==> src/rtl/tx_block_sequencer.sv <==
// ============================================================================
//  Module   : tx_block_sequencer
//  Brief    : Pops one ciphertext block from the transmit FIFO and hands each
//             byte (plus optional CR/LF trailer) to the UART over valid/ready.
//  Revision : 1.0
// ============================================================================
`default_nettype none

module tx_block_sequencer #(
    parameter int DATA_SIZE       = 8,
    parameter int BYTES_PER_BLOCK = 16,
    parameter int APPEND_CRLF     = 1
) (
    input  logic                 clk_100MHz,
    input  logic                 reset_n,
    input  logic                 start,
    input  logic                 fifo_empty,
    input  logic [DATA_SIZE-1:0] fifo_data,
    output logic                 fifo_write,
    output logic                 fifo_read,
    output logic [DATA_SIZE-1:0] tx_data,
    output logic                 tx_valid,
    input  logic                 tx_ready,
    output logic                 busy,
    output logic                 done,
    output logic                 error
);

    localparam int                   c_CNT_W = $clog2(BYTES_PER_BLOCK) + 1;
    localparam logic [c_CNT_W-1:0]   c_LAST  = c_CNT_W'(BYTES_PER_BLOCK - 1);
    localparam logic [DATA_SIZE-1:0] c_CR    = DATA_SIZE'(8'h0D);
    localparam logic [DATA_SIZE-1:0] c_LF    = DATA_SIZE'(8'h0A);

    typedef enum logic [2:0] {
        ST_IDLE      = 3'd0,
        ST_LOAD      = 3'd1,
        ST_WAIT_LOAD = 3'd2,
        ST_FETCH     = 3'd3,
        ST_SEND      = 3'd4,
        ST_TRAILER   = 3'd5,
        ST_DONE      = 3'd6
    } state_t;

    state_t               r_state;
    state_t               w_state_next;
    logic [c_CNT_W-1:0]   r_byte_cnt;
    logic                 r_trl_cnt;
    logic [DATA_SIZE-1:0] r_tx_data;
    logic                 r_error;
    logic                 w_last_byte;

    assign w_last_byte = (r_byte_cnt == c_LAST);

    always_comb begin
        w_state_next = r_state;
        fifo_write   = 1'b0;
        fifo_read    = 1'b0;
        tx_valid     = 1'b0;
        done         = 1'b0;
        case (r_state)
            ST_IDLE: begin
                if (start) w_state_next = ST_LOAD;
            end
            ST_LOAD: begin
                fifo_write   = 1'b1;
                w_state_next = ST_WAIT_LOAD;
            end
            ST_WAIT_LOAD: begin
                w_state_next = ST_FETCH;
            end
            ST_FETCH: begin
                w_state_next = fifo_empty ? ST_DONE : ST_SEND;
            end
            ST_SEND: begin
                tx_valid = 1'b1;
                // The pop coincides with acceptance so the FIFO never runs ahead of the UART
                if (tx_ready) begin
                    fifo_read = 1'b1;
                    if (w_last_byte)
                        w_state_next = (APPEND_CRLF != 0) ? ST_TRAILER : ST_DONE;
                    else
                        w_state_next = ST_FETCH;
                end
            end
            ST_TRAILER: begin
                tx_valid = 1'b1;
                if (tx_ready && r_trl_cnt) w_state_next = ST_DONE;
            end
            ST_DONE: begin
                done         = 1'b1;
                w_state_next = ST_IDLE;
            end
            default: w_state_next = ST_IDLE;
        endcase
    end

    always_ff @(posedge clk_100MHz or negedge reset_n) begin
        if (!reset_n) begin
            r_state    <= ST_IDLE;
            r_byte_cnt <= '0;
            r_trl_cnt  <= 1'b0;
            r_tx_data  <= '0;
            r_error    <= 1'b0;
        end else begin
            r_state <= w_state_next;
            case (r_state)
                ST_IDLE: begin
                    if (start) r_error <= 1'b0;
                end
                ST_LOAD: begin
                    r_byte_cnt <= '0;
                end
                ST_FETCH: begin
                    if (fifo_empty) r_error   <= 1'b1;
                    else            r_tx_data <= fifo_data;
                end
                ST_SEND: begin
                    if (tx_ready) begin
                        r_byte_cnt <= r_byte_cnt + c_CNT_W'(1);
                        // Preload the CR so the trailer byte is registered like the data bytes
                        if (w_last_byte && (APPEND_CRLF != 0)) r_tx_data <= c_CR;
                    end
                end
                ST_TRAILER: begin
                    if (tx_ready) begin
                        r_trl_cnt <= ~r_trl_cnt;
                        r_tx_data <= c_LF;
                    end
                end
                default: ;
            endcase
        end
    end

    assign tx_data = r_tx_data;
    assign busy    = (r_state != ST_IDLE);
    assign error   = r_error;

endmodule

`default_nettype wire

==> config.mk <==
export PLATFORM = sky130hd
export DESIGN_NAME = tx_block_sequencer
export DESIGN_NICKNAME = d
export VERILOG_FILES = /design/src/rtl/tx_block_sequencer.sv
export SDC_FILE = /design/constraint.sdc
export NUM_CORES = 1
export LEC_CHECK = 0
export BUFFER_PORTS_ARGS = -buffer_cell sky130_fd_sc_hd__clkbuf_2
export CAP_MARGIN = 20
export CORE_MARGIN = 2
export CORE_UTILIZATION = 55
export DETAILED_ROUTE_END_ITERATION = 16
export PLACE_DENSITY = 0.91
export SLEW_MARGIN = 30
export SYNTH_ARGS = -nofsm -noshare
export SYNTH_HDL_FRONTEND = slang
export SYNTH_SLANG_ARGS = --single-unit
==> constraint.sdc <==
create_clock -name clk_100MHz -period 2.8 [get_ports clk_100MHz]
set_input_delay 0.14 -clock clk_100MHz [delete_from_list [all_inputs] [get_ports clk_100MHz]]
set_output_delay 0.14 -clock clk_100MHz [all_outputs]
set_load 0.01 [all_outputs]
# ---- After elaboration in Yosys (flattened, before gate mapping)
# Cells that the tools add are included.
dict set report word_totals {
  ff_bits 18
  out_inout_bits 14
  wordCells 54
  input_bits 13
}
dict set report classes {
  n_addsub 1
  eq_ne 14
  bitwise 1
  n_mux 21
  n_reduce_logical 12
}
# operator n
set op_table {}
lappend op_table {{two-way mux 8 bit} 4}
lappend op_table {{one-hot mux 8 bit (3 select lines)} 1}
lappend op_table {{one-hot mux 3 bit (6 select lines)} 1}
lappend op_table {{!= test 2 bit (second input constant)} 7}
lappend op_table {{two-way mux 3 bit} 4}
lappend op_table {{one-hot mux 5 bit (2 select lines)} 1}
lappend op_table {{equality test 3 bit (second input constant)} 3}
lappend op_table {{two-way mux 1 bit} 7}
lappend op_table {{equality test 3 x 2 -> 1 bit (second input constant)} 2}
lappend op_table {{AND reduction 3 bit} 2}
lappend op_table {{nonzero test 3 bit} 2}
lappend op_table {{adder 5 x 1 -> 5 bit (second input constant)} 1}
lappend op_table {{equality test 5 x 4 -> 1 bit (second input constant)} 1}
lappend op_table {{two-way mux 5 bit} 1}
lappend op_table {{AND reduction 5 bit} 1}
lappend op_table {{AND reduction 2 bit} 2}
lappend op_table {{nonzero test 2 bit} 2}
lappend op_table {{equality test 3 x 1 -> 1 bit (second input constant)} 1}
lappend op_table {{logical NOT 3 bit} 1}
lappend op_table {{two-way mux 2 bit} 1}
lappend op_table {{one-hot mux 1 bit (2 select lines)} 1}
lappend op_table {{OR reduction 2 bit} 1}
lappend op_table {{logical AND 1 bit} 1}
lappend op_table {{NOT 1 bit} 1}

# ---- Longest topological paths before layout
# Gate-level depths: netlist (run 1).
dict set report logic_depth {
  ltp_word 4
  mapped_depth 6
}

# ---- Least setup slack after synthesis (run 1)
# OpenSTA, ideal clock, no wires.
dict set report synth_path {
  path_kind {reg2reg}
  start {register r_byte_cnt[0]}
  end {register r_tx_data[1], in the netlist tx_data[1]}
  path_slack_ns 1.116
  synth_period_minus_slack_ns 1.684
  stages_incl_launch_ff 7
  arrival_ns 1.559
  required_time_ns 2.675
  path_buffers 0
  path_cell_list {dfrtp_1 -> ha_1 -> and3_1 -> ha_1 -> nor2_1 -> o21ai_4 -> mux2_4}
}
dict set report synth_via {
  elab_chain_len 3
}
# element line_no
set synth_lines {}
lappend synth_lines {{from (decl)} 46} ;# logic [c_CNT_W-1:0] r_byte_cnt;
lappend synth_lines {{from (signal assigned)} 119} ;# r_byte_cnt <= r_byte_cnt + c_CNT_W'(1);
lappend synth_lines {{equality test 5 x 4 -> 1 bit} 52} ;# assign w_last_byte = (r_byte_cnt == c_LAST);
lappend synth_lines {{!= test 2 bit (no line)} n/a}
lappend synth_lines {{AND reduction 5 bit (no line)} n/a}
lappend synth_lines {{to (signal assigned)} 115} ;# else r_tx_data <= fifo_data;
lappend synth_lines {{to (signal assigned)} 121} ;# if (w_last_byte && (APPEND_CRLF != 0)) r_tx_data <= c_CR;
lappend synth_lines {{to (signal assigned)} 127} ;# r_tx_data <= c_LF;
lappend synth_lines {{to (decl)} 48} ;# logic [DATA_SIZE-1:0] r_tx_data;
# Every way passes these cells.
# A chain may end at the register's enable or synchronous reset.

# ---- Worst setup path in the final report (run 1)
dict set report layout_path {
  start {register r_byte_cnt[1]}
  end {register r_tx_data[1], in the netlist tx_data[1]}
}
# Same word-level chain as after synthesis.

==> summary.txt, run 1 <==
Logic synthesis
  – Area leader, netlist: dfrtp_1
  – Post-Synth XOR/XNOR Area: 0.00831
  – Avg Inst Size Synth: 9.75 um^2
  – Mapped Nets: 123
  – Synth Area in Simple Gates: 0.211
  – Synthesis warning total: 0
  – Post-Syn Instances: approximately 110
  – Dominant cells by area after synthesis: dfrtp_1 43%, mux2i_1 6.7%, inv_1 4.3%, o22ai_1 3.0%, mux2_4 2.9%
  – Post-synth EDFFs: 0
  – Post-synthesis register bit count: 18
  – Top FF cell, synth: dfrtp_1
  – Post-synth ARST share: 1.00
  – Post-synth cell types: 37
  – Compound-Gate Fraction of Synth Area: 0.147
  – Netlist Area Pre-Place: 0.00105 mm^2
  – Adder-cell area share of the yosys netlist: 0.0238
  – Share of the yosys chip area belonging to registers: 0.428
  – Mux cell area share after synthesis: 0.0950
  – Share of the synthesized area in the top cell type: 0.428
  – Main combinational cell family by area after synthesis: simple AND/OR/NAND/NOR gates

Worst setup path
  – Crit-path slowest cell: dfrtp_1
  – Crit end category: flip-flop
  – Startpoint types: flip-flop
  – Setup CP Type: reg -> reg
  – FF-to-FF Start: r_byte_cnt[1]
  – Crit path DAT: 1990 ps
  – Top cell family by delay on the critical path: flip-flops
  – CP max stage delay: 390 ps
  – Most frequent CP cell: ha_1
  – R2r setup slk: 1010 ps
  – CP Cell Sequence: ha_1 -> and3_1 -> ha_1 -> nor2_1 -> o21ai_4 -> mux2_4
  – Critical path peak fanout: 8
  – R2R depth: 6
  – Critical Path RT: 2990 ps
  – Capturing point of the worst reg2reg path: tx_data[1]
  – Buf/Inv on CP: 0

Route
  – Via Count: 859
  – Via-to-Cell Ratio: 5.47
  – Remaining antenna violation count: 0
  – Drt pass-1 iters: 4
  – DRT met1 WL: just over 900 um
  – DR iter-0 viols: 4
  – Mean routed wirelength per cell: 13.0 um
  – Max layer used: met4
  – DRC: 0
  – Routed WL: about 2000 um
  – WL met2: a little under 1000 um
  – Met3 WL: 98 um

Clock tree
  – CTS H-tree lvls: 1
  – CTS tree: built
  – Reg clk slew, reported paths: roughly 100 ps
  – Num CTS Buffers: 3
  – Post-CTS setup buffers: 0
  – Clk root buf: clkbuf_4
  – Worst-case clock buffer depth: 2
  – PostCTS Resize Cnt: 0
  – Worst-Skew Late Latency: roughly 300 ps
  – Sink Count: 18
  – Cts hold-fix bufs: 1

Power
  – Max IR drop VDD: 0.000474 V
  – Power per cell area: 1000 mW/mm^2
  – Leak: 0.000611 uW

Place
  – Routability congestion estimate: between 0.7 and 0.8
  – Port Buffers: 26
  – Post-DP HPWL: 1490 um
  – Number of instances in the placed design: 152
  – Pre-CTS setup slack: around 1000 ps

Cells and area
  – Post-Layout Cell Count: 157
  – Area growth, synth to finish: 15.3%
  – Multi-input logic area: 512 um^2
  – Share of layout cells above drive strength 1: 0.273
  – Sequential Area: 450 um^2
  – Final net count: 148
  – Ant. Diodes: 0
  – Fillers: 154

STA
  – Setup_tns: 0 ps
  – Max Fclk: 0.557 GHz
  – Minimum clock period: between 1500 and 2000 ps
  – Worst-Margin Slew: 681 ps
  – Worst hold slack: roughly 57 ps
  – Final Setup Violations: 0
  – Final Hold Vio Count: 0
  – Tcrit/Tclk final: 0.641
  – RSZ-0062 raised after global routing: no
  – Post-route setup slack: 1010 ps
  – Rel. slew slack: 0.546
  – Max-slew violations: 0
  – Clock skew: ~4.7 ps

Hold path
  – Hold crit path type: in -> reg
  – Hold endpoint: tx_data[4]
  – Hold-critical path depth: 3
  – HP Start: fifo_data[4]

GRT
  – Initial antenna violation count: 0
  – Vias in the first global route: around 770
  – First-pass GRT wire length: ~3100 um
  – Largest net degree at the start of global routing: 27
  – Grt total ovfl: 0
  – Gr usage total: 0.196

Run status
  – Status: completed

Floorplan
  – Die area: between 0.002 and 0.0025 mm^2
  – Row cnt: 15
  – DIE HEIGHT: 47.8 um
  – IO Pins: 27
  – Area of the core: 0.00176 mm^2
  – Initial core utilization: 0.597
  – Die W: 47.8 um

Run
  – MaxCap Viol Count: 0
tightest hold or removal path, stage by stage:
cell and delay (ps):
clkbuf_2 80, nand2_1 50, mux2i_1 60
how the worst max path moves through the flow:
stage	startpoint	endpoint	slack [ps]	cells past startpoint
final	r_byte_cnt[1]	tx_data[1]	1010	6
after global routing	r_byte_cnt[0]	tx_data[1]	910	6
after CTS	r_byte_cnt[1]	tx_data[1]	990	6
after detailed placement	r_byte_cnt[1]	tx_data[1]	1010	6
after global placement	r_byte_cnt[1]	tx_data[1]	1060	6
after floorplan	r_byte_cnt[0]	tx_data[1]	1120	6
cells in the final DEF (no fill, tap or decap), types with 3 or more instances in the layout:
| cell | instances |
|---|---|
| a21oi_1 | 4 |
| clkbuf_2 | 26 |
| clkbuf_4 | 3 |
| dfrtp_1 | 18 |
| inv_1 | 12 |
| mux2i_1 | 7 |
| nand2_1 | 8 |
| nand2b_1 | 3 |
| nand3_1 | 3 |
| nor2_1 | 8 |
| o21ai_0 | 3 |
| o22ai_1 | 5 |
power by group:
part           total (uW)  switching, uW  leakage, uW  internal, uW
Sequential            535            162     0.000222           373
Clock                 161           82.1    0.0000210          79.4
Combinational         524            255     0.000368           269
layout make-up:
type | count | area share
inverter | 12 | 0.0371
clock buffer | 4 | 0.0299
sequential | 18 | 0.371
multi-input combinational | 71 | 0.421
tap | 25 | 0.0257
timing repair buffer | 27 | 0.115
state kept, by name, summed over array words and instances (netlist names):
signal / count
r_byte_cnt: 5
error: 1
r_state: 3
r_trl_cnt: 1
tx_data: 8
kinds of logic after synthesis:
kind of cell / Yosys count
simple gates: 37
compound gates: 22
buf+inv: 19
flops: 18
mux: 9
fa+ha+maj: 2
xor+xnor: 1
synthesized netlist by cell type, drive strengths merged (2+ instances only):
master  number
nor3b        2
nand2        8
nor2         8
nor2b        2
mux2         2
nand2b       4
and3         2
nand3        3
nand3b       3
o21ai        4
inv         12
dfrtp       18
ha           2
a21oi        4
o22ai        5
mux2i        7
buf          6
layer usage:
layer,track usage,vias up
li1,-,424
met1,0.225,408
met2,0.355,22
met3,0.0453,5
met4,0.0649,0
met5,0,-
per-stage QoR:
stage | utilization | area (um^2) | power [uW]
after CTS | 0.689 | 1210 | 1230
after floorplan | - | 1050 | 925
final | 0.689 | 1210 | 1220
after detailed placement | 0.662 | 1170 | 1070
after global placement | 0.662 | 1170 | 1040
after global routing | 0.689 | 1210 | 1330
Power figures use the tool's default switching activity.
==> run 2: changes to the inputs <==
CORE_UTILIZATION = 51   (was 55)
PLACE_DENSITY = 0.86   (was 0.91)
clock period = 1.8 ns   (was 2.8 ns; I/O delays follow)
==> run 2 against run 1 <==
  * Sequential power up 36%
  * Non-clock buffer count rose by 6
  * Via count grew 4.0%
  * Clock skew fell by 3.5 ps
  * Fmax is 5.7% higher
  * Cell area up 4.1%
  * Sequential share of layout area decreased by 1.5 points
  * Die area increased by 7.2%
  * Critical path type unchanged
  * Setup slack worse by 900 ps
  * Power is 64% higher
  * Clock power increased by 55%
==> summary.txt, run 2 (synthesis gave the netlist of run 1 again) <==
Run status
  – Status: completed

Power
  – Max IR drop VDD: 0.000834 V (+76%)
  – Leak: 0.000642 uW (+5.1%)
  – Power per cell area: 1580 mW/mm^2 (+57%)

GRT
  – Initial antenna violation count: 0 (unchanged)
  – Largest net degree at the start of global routing: 19 (-30%)
  – Vias in the first global route: 877 (+13%)
  – First-pass GRT wire length: 3710 um (+18%)
  – Grt total ovfl: 0 (unchanged)
  – Gr usage total: 0.194 (-0.00233)

STA
  – Minimum clock period: 1700 ps (-97.2 ps)
  – Worst-Margin Slew: 451 ps (-230 ps)
  – Rel. slew slack: 0.700 (+0.153)
  – Tcrit/Tclk final: 0.943 (+0.302)
  – Setup_tns: 0 ps (unchanged)
  – Final Setup Violations: 0 (unchanged)
  – Clock skew: 1.22 ps (-3.53 ps)
  – Max-slew violations: 0 (unchanged)
  – RSZ-0062 raised after global routing: no
  – Max Fclk: 0.589 GHz (+5.7%)
  – Final Hold Vio Count: 0 (unchanged)

Place
  – Cell Area, Placed: 0.00121 mm^2 (+3.4%)
  – Routability congestion estimate: 0.784 (+7.4%)
  – Post-DP HPWL: 1600 um (+7.2%)
  – Port Buffers: 26 (unchanged)

Route
  – Via-to-Cell Ratio: 5.41 (-1.1%)
  – DR iter-0 viols: 23 (+19)
  – Mean routed wirelength per cell: 12.8 um (-1.4%)
  – Routed WL: 2120 um (+3.6%)
  – Drt pass-1 iters: 4 (unchanged)
  – Remaining antenna violation count: 0 (unchanged)
  – Via Count: 893 (+4.0%)
  – DRC: 0 (unchanged)

Clock tree
  – CTS H-tree lvls: 1 (unchanged)
  – CTS tree: built
  – Num CTS Buffers: 3 (unchanged)
  – Clk root buf: clkbuf_4
  – Worst-Skew Late Latency: 290 ps (about the same)
  – Worst-case clock buffer depth: 2 (unchanged)
  – Reg clk slew, reported paths: 100 ps (about the same)
  – Sink Count: 18 (unchanged)

Floorplan
  – DIE HEIGHT: 49.5 um (+3.5%)
  – Initial core utilization: 0.537 (-0.0602)
  – Area of the core: 0.00196 mm^2 (+11%)
  – Die area: 0.00245 mm^2 (+7.2%)
  – IO Pins: 27 (unchanged)
  – Row cnt: 16 (+1)
  – Die W: 49.5 um (+3.5%)

Worst setup path
  – Crit end category: flip-flop
  – Crit path DAT: 1890 ps (-100 ps)
  – Startpoint types: flip-flop
  – Setup CP Type: reg -> reg
  – Critical path peak fanout: 5 (-3)
  – Critical Path RT: 1990 ps (-1000 ps)
  – R2R depth: 6 (unchanged)

Cells and area
  – Number of flip-flops in the largest register: 8 (unchanged)
  – Share of layout cells above drive strength 1: 0.312 (+0.0389)
  – Final net count: 154 (+4.1%)
  – Area growth, synth to finish: 20.1%
  – Fillers: 187 (+21%)
  – Final Cell Area: 0.00126 mm^2 (+4.1%)
  – Most frequent cells in the layout: 26 x clkbuf_2, 18 x dfrtp_1, 12 x inv_1
  – Commonest non-fill, non-tap cell in the layout: clkbuf_2
  – Ant. Diodes: 0 (unchanged)

Run
  – MaxCap Viol Count: 0 (unchanged)

Hold path
  – Hold-critical path depth: 3 (unchanged)
  – Hold crit path type: in -> reg
-- run 2: critical path: stages (launching register included) --
cell,delay [ps]
dfrtp_1,410
ha_1,230
and3_1,190
ha_1,210
nor2_2,160
o21ai_4,90
mux2_4,300
-- run 2: layout make-up --
| type | instances | area [um^2] | share of cell area |
|---|---|---|---|
| clock buffer | 4 | 36.3 | 0.0287 |
| timing repair buffer | 33 | 185 | 0.146 |
| sequential | 18 | 450 | 0.356 |
| multi-input combinational | 71 | 514 | 0.407 |
| tap | 27 | 33.8 | 0.0267 |
| inverter | 12 | 45.0 | 0.0356 |
-- run 2: what timing repair did --
action                                 4_1_cts  5_1_grt
setup endpoints to repair                    0        5
hold buffers                                 1        0
resized for setup                            0        1
endpoints found under the hold margin       18        0
setup buffers                                0        1
-- run 2: worst paths after layout --
| path | from | to | slack [ps] |
|---|---|---|---|
| worst max-delay path | r_byte_cnt[0] | tx_data[1] | 100 |
| worst min-delay path | fifo_data[7] | tx_data[7] | 10 |
| worst max register to register | r_byte_cnt[0] | tx_data[1] | 100 |
| worst min register to register | r_trl_cnt | r_trl_cnt | 500 |
| max in group asynchronous | reset_n | tx_data[4] | 1230 |
| min in group asynchronous | reset_n | r_state[1] | 260 |
-- run 2: power by group --
part / switching, uW / leakage [uW] / internal [uW]
Combinational: 531 / 0.000399 / 490
Clock: 127 / 0.0000210 / 123
Sequential: 143 / 0.000222 / 583
Total: 801 / 0.000642 / 1200
-- run 2: per-layer routing --
metal / up-vias / global-route usage / share of wire
li1: 436 / - / -
met4: 0 / 0.0694 / 0.012
met3: 5 / 0.0333 / 0.052
met2: 28 / 0.347 / 0.51
met1: 424 / 0.232 / 0.43
met5: - / 0 / 0
-- run 2: per-stage QoR --
stage / total power (uW) / cells / utilization / setup slack (ps) / hold slack, ps
global route: 2160 / 165 / 0.645 / 16.6 / 9.93
floorplan: 1440 / 108 / - / 116 / -206
CTS: 2000 / 164 / 0.640 / 59.2 / 2.35
global placement: 1690 / 159 / 0.616 / 113 / 51.7
finish: 2000 / 165 / 0.645 / 103 / 11.3
detailed placement: 1740 / 159 / 0.616 / 78.4 / 55.8
==> run 3: changes to the inputs <==
ABC_AREA = 1   (was default)
CORE_UTILIZATION = 40   (was 51)
PLACE_DENSITY = 0.73   (was 0.86)
==> run 3 against run 2 <==
  * Via count rose by 3.0%
  * Sequential power rose by 1%
  * Flip-flop and latch count did not move
  * Area after synthesis fell by 4.8%
  * Critical path type unchanged
  * Combinational power fell by 4%
  * Non-clock buffer count fell by 6
==> summary.txt, run 3 <==
Logic synthesis
  – Post-synth EDFFs: 0 (unchanged)
  – Dominant cells by area after synthesis: dfrtp_1 45%, nand2_1 18%, nand3_1 7.0%, nor2_1 6.0%, inv_1 4.5%
  – Area leader, netlist: dfrtp_1
  – Post-synth cell types: 20 (-46%)
  – Synth cell count leaders: 47 x nand2_1, 18 x dfrtp_1, 16 x nor2_1
  – Cell with the most instances after synthesis: nand2_1
  – Post-synthesis register bit count: 18 (unchanged)
  – Netlist Area Pre-Place: 0.00100 mm^2 (-4.8%)
  – Synthesis warning total: 0 (unchanged)
  – Share of the synthesized area in the top cell type: 0.449 (+0.0213)
  – Avg Inst Size Synth: 7.49 um^2 (-23%)
  – Top FF cell, synth: dfrtp_1
  – Mapped Nets: 149 (+21%)
  – Share of the yosys chip area belonging to registers: 0.449 (+0.0213)
  – Post-Syn Instances: 134 (+24%)
  – Post-synth ARST share: 1.00 (unchanged)

Clock tree
  – CTS tree: built
  – Clk root buf: clkbuf_4
  – CTS H-tree lvls: 1 (unchanged)
  – PostCTS Resize Cnt: 0 (unchanged)
  – Sink Count: 18 (unchanged)
  – Reg clk slew, reported paths: 100 ps (about the same)
  – Worst-case clock buffer depth: 2 (unchanged)
  – Worst-Skew Late Latency: 290 ps (about the same)
  – Cts hold-fix bufs: 1 (unchanged)
  – Post-CTS setup buffers: 0 (unchanged)
  – Num CTS Buffers: 3 (unchanged)

Route
  – Drt pass-1 iters: 4 (unchanged)
  – Remaining antenna violation count: 0 (unchanged)
  – DR iter-0 viols: 17 (-26%)
  – Via Count: 920 (+3.0%)
  – Mean routed wirelength per cell: 10.6 um (-17%)
  – Routed WL: 2060 um (-2.9%)
  – DRC: 0 (unchanged)
  – Via-to-Cell Ratio: 4.74 (-12%)

GRT
  – Gr usage total: 0.159 (-0.0346)
  – Grt peak-use layer: met2
  – First-pass GRT wire length: 3350 um (-9.5%)
  – Vias in the first global route: 828 (-5.6%)
  – Grt total ovfl: 0 (unchanged)
  – Initial antenna violation count: 0 (unchanged)
  – Largest net degree at the start of global routing: 19 (unchanged)
  – Routing usage on met2: 0.283 (-0.0643)
  – Met3 usage: 0.0250 (-0.00833)
  – M1 GR Usage: 0.190 (-0.0422)

Cells and area
  – Ant. Diodes: 0 (unchanged)
  – Most frequent cells in the layout: 47 x nand2_1, 26 x clkbuf_2, 18 x dfrtp_1
  – Area growth, synth to finish: 20.6%
  – Commonest non-fill, non-tap cell in the layout: nand2_1
  – Number of flip-flops in the largest register: 8 (unchanged)
  – Multi-input logic area: 482 um^2 (-6.3%)
  – Fin util: 0.497 (-0.147)
  – Share of layout cells above drive strength 1: 0.268 (-0.0433)
  – Fillers: 249 (+33%)
  – Final net count: 180 (+17%)
  – Sequential Area: 450 um^2 (unchanged)

Power
  – Combinational share of power: 0.501 (-0.010)
  – Sw Share: 0.466 (+0.0645)
  – Internal cell power: 1050 uW (-12%)
  – Leak: 0.000700 uW (+9.0%)
  – Power share of the clock group: 0.126 (about the same)
  – Sequential power share: 0.373 (+0.010)
  – Power per cell area: 1620 mW/mm^2 (+2.8%)
  – Psw: 914 uW (+14%)
  – Max IR drop VDD: 0.000766 V (-8.2%)

Worst setup path
  – CP max stage delay: 400 ps (about the same)
  – CP Cell Sequence: ha_1 -> nand2_1 -> nor2_1 -> ha_1 -> inv_1 -> nand3_1 -> nand2_1 -> nor2_4 -> nand3_1 -> nand2_1
  – Crit path DAT: 1830 ps (-60 ps)
  – Crit-path slowest cell: dfrtp_1
  – Critical path peak fanout: 8 (+3)
  – Critical Path RT: 2030 ps (+40 ps)
  – Most frequent CP cell: nand2_1
  – Startpoint types: flip-flop
  – Crit end category: flip-flop
  – Setup CP Type: reg -> reg

Floorplan
  – Area of the core: 0.00243 mm^2 (+24%)
  – Initial core utilization: 0.413 (-0.124)
  – Die W: 54.1 um (+9.4%)
  – Row cnt: 18 (+2)
  – IO Pins: 27 (unchanged)
  – Die area: 0.00293 mm^2 (+20%)
  – DIE HEIGHT: 54.1 um (+9.4%)

Run
  – MaxCap Viol Count: 0 (unchanged)

Place
  – Post-DP HPWL: 1630 um (+2.3%)
  – Port Buffers: 26 (unchanged)
  – Routability congestion estimate: 0.808 (+3.1%)

STA
  – Max-slew violations: 0 (unchanged)
  – Final Setup Violations: 0 (unchanged)
  – Max Fclk: 0.626 GHz (+6.2%)
  – Minimum clock period: 1600 ps (-98.5 ps)
  – Clock skew: 6.81 ps (+5.58 ps)
  – Worst-Margin Slew: 442 ps (-8.15 ps)
  – Tcrit/Tclk final: 0.888 (-0.0547)
  – Rel. slew slack: 0.705 (+0.00543)
  – Final Hold Vio Count: 0 (unchanged)
  – RSZ-0062 raised after global routing: no
  – Setup_tns: 0 ps (unchanged)

Run status
  – Status: completed

Hold path
  – Hold crit path type: in -> reg
-- run 3: changes by cell type after synthesis, sizes merged, moves of 5 or more --
cell,change
o22ai,-5
mux2i,-7
inv,+5
nand2,+42
nand3,+11
buf,-5
nor2,+11
-- run 3: kinds of logic (layout without fill, tap and decap cells) --
logic type	Yosys count	in the layout	synth area share
fa+ha+maj	2	2	0.0249
buf+inv	18	48	0.0711
compound gates	7	7	0.0374
xor+xnor	2	2	0.0175
flops	18	18	0.449
simple gates	87	87	0.400
-- run 3: per-layer routing --
layer,share of wire,vias to the layer above
li1,-,477
met1,0.44,411
met2,0.50,28
met3,0.044,4
met4,0.0097,0
met5,0,-
-- run 3: layout make-up --
cell class / instances / area share
clock buffer: 4 / 0.0300
inverter: 17 / 0.0527
multi-input combinational: 98 / 0.398
sequential: 18 / 0.372
tap: 30 / 0.0310
timing repair buffer: 27 / 0.116
-- run 3: stage by stage --
stage               total power, uW  instances  hold WS, ps  instance area [um^2]  setup WS [ps]
floorplan                      1440        134         -206                  1000            363
global placement               1700        189         56.8                  1160            293
detailed placement             1740        189         57.9                  1160            233
CTS                            1990        194         96.2                  1210            176
global route                   2170        194          103                  1210           15.9
finish                         1960        194          100                  1210            202
-- run 3: worst paths after layout --
kind                                    to  slack, ps  depth (start not counted)           from
min in group asynchronous       tx_data[5]        250                          2        reset_n
worst min-delay path                 error        100                          3     fifo_empty
worst max register to register  tx_data[4]        200                         10  r_byte_cnt[0]
worst max-delay path            tx_data[4]        200                         10  r_byte_cnt[0]
worst min register to register   r_trl_cnt        470                          1      r_trl_cnt
max in group asynchronous       tx_data[7]       1230                          2        reset_n
-- run 3: worst max-delay path, delay by kind of cell (launching register included) --
| kind | cells | cell delay, ps |
|---|---|---|
| and+or+nand+nor | 7 | 770 |
| adders and majority gates | 2 | 330 |
| buffers and inverters | 1 | 40 |
| DFF | 1 | 400 |
-- run 3: power groups by stage --
stage	sequential, uW	combinational, uW	clock [uW]
global route	755	1150	271
finish	733	984	247
global placement	727	973	0
floorplan	724	711	0
detailed placement	740	996	0
CTS	733	1000	254
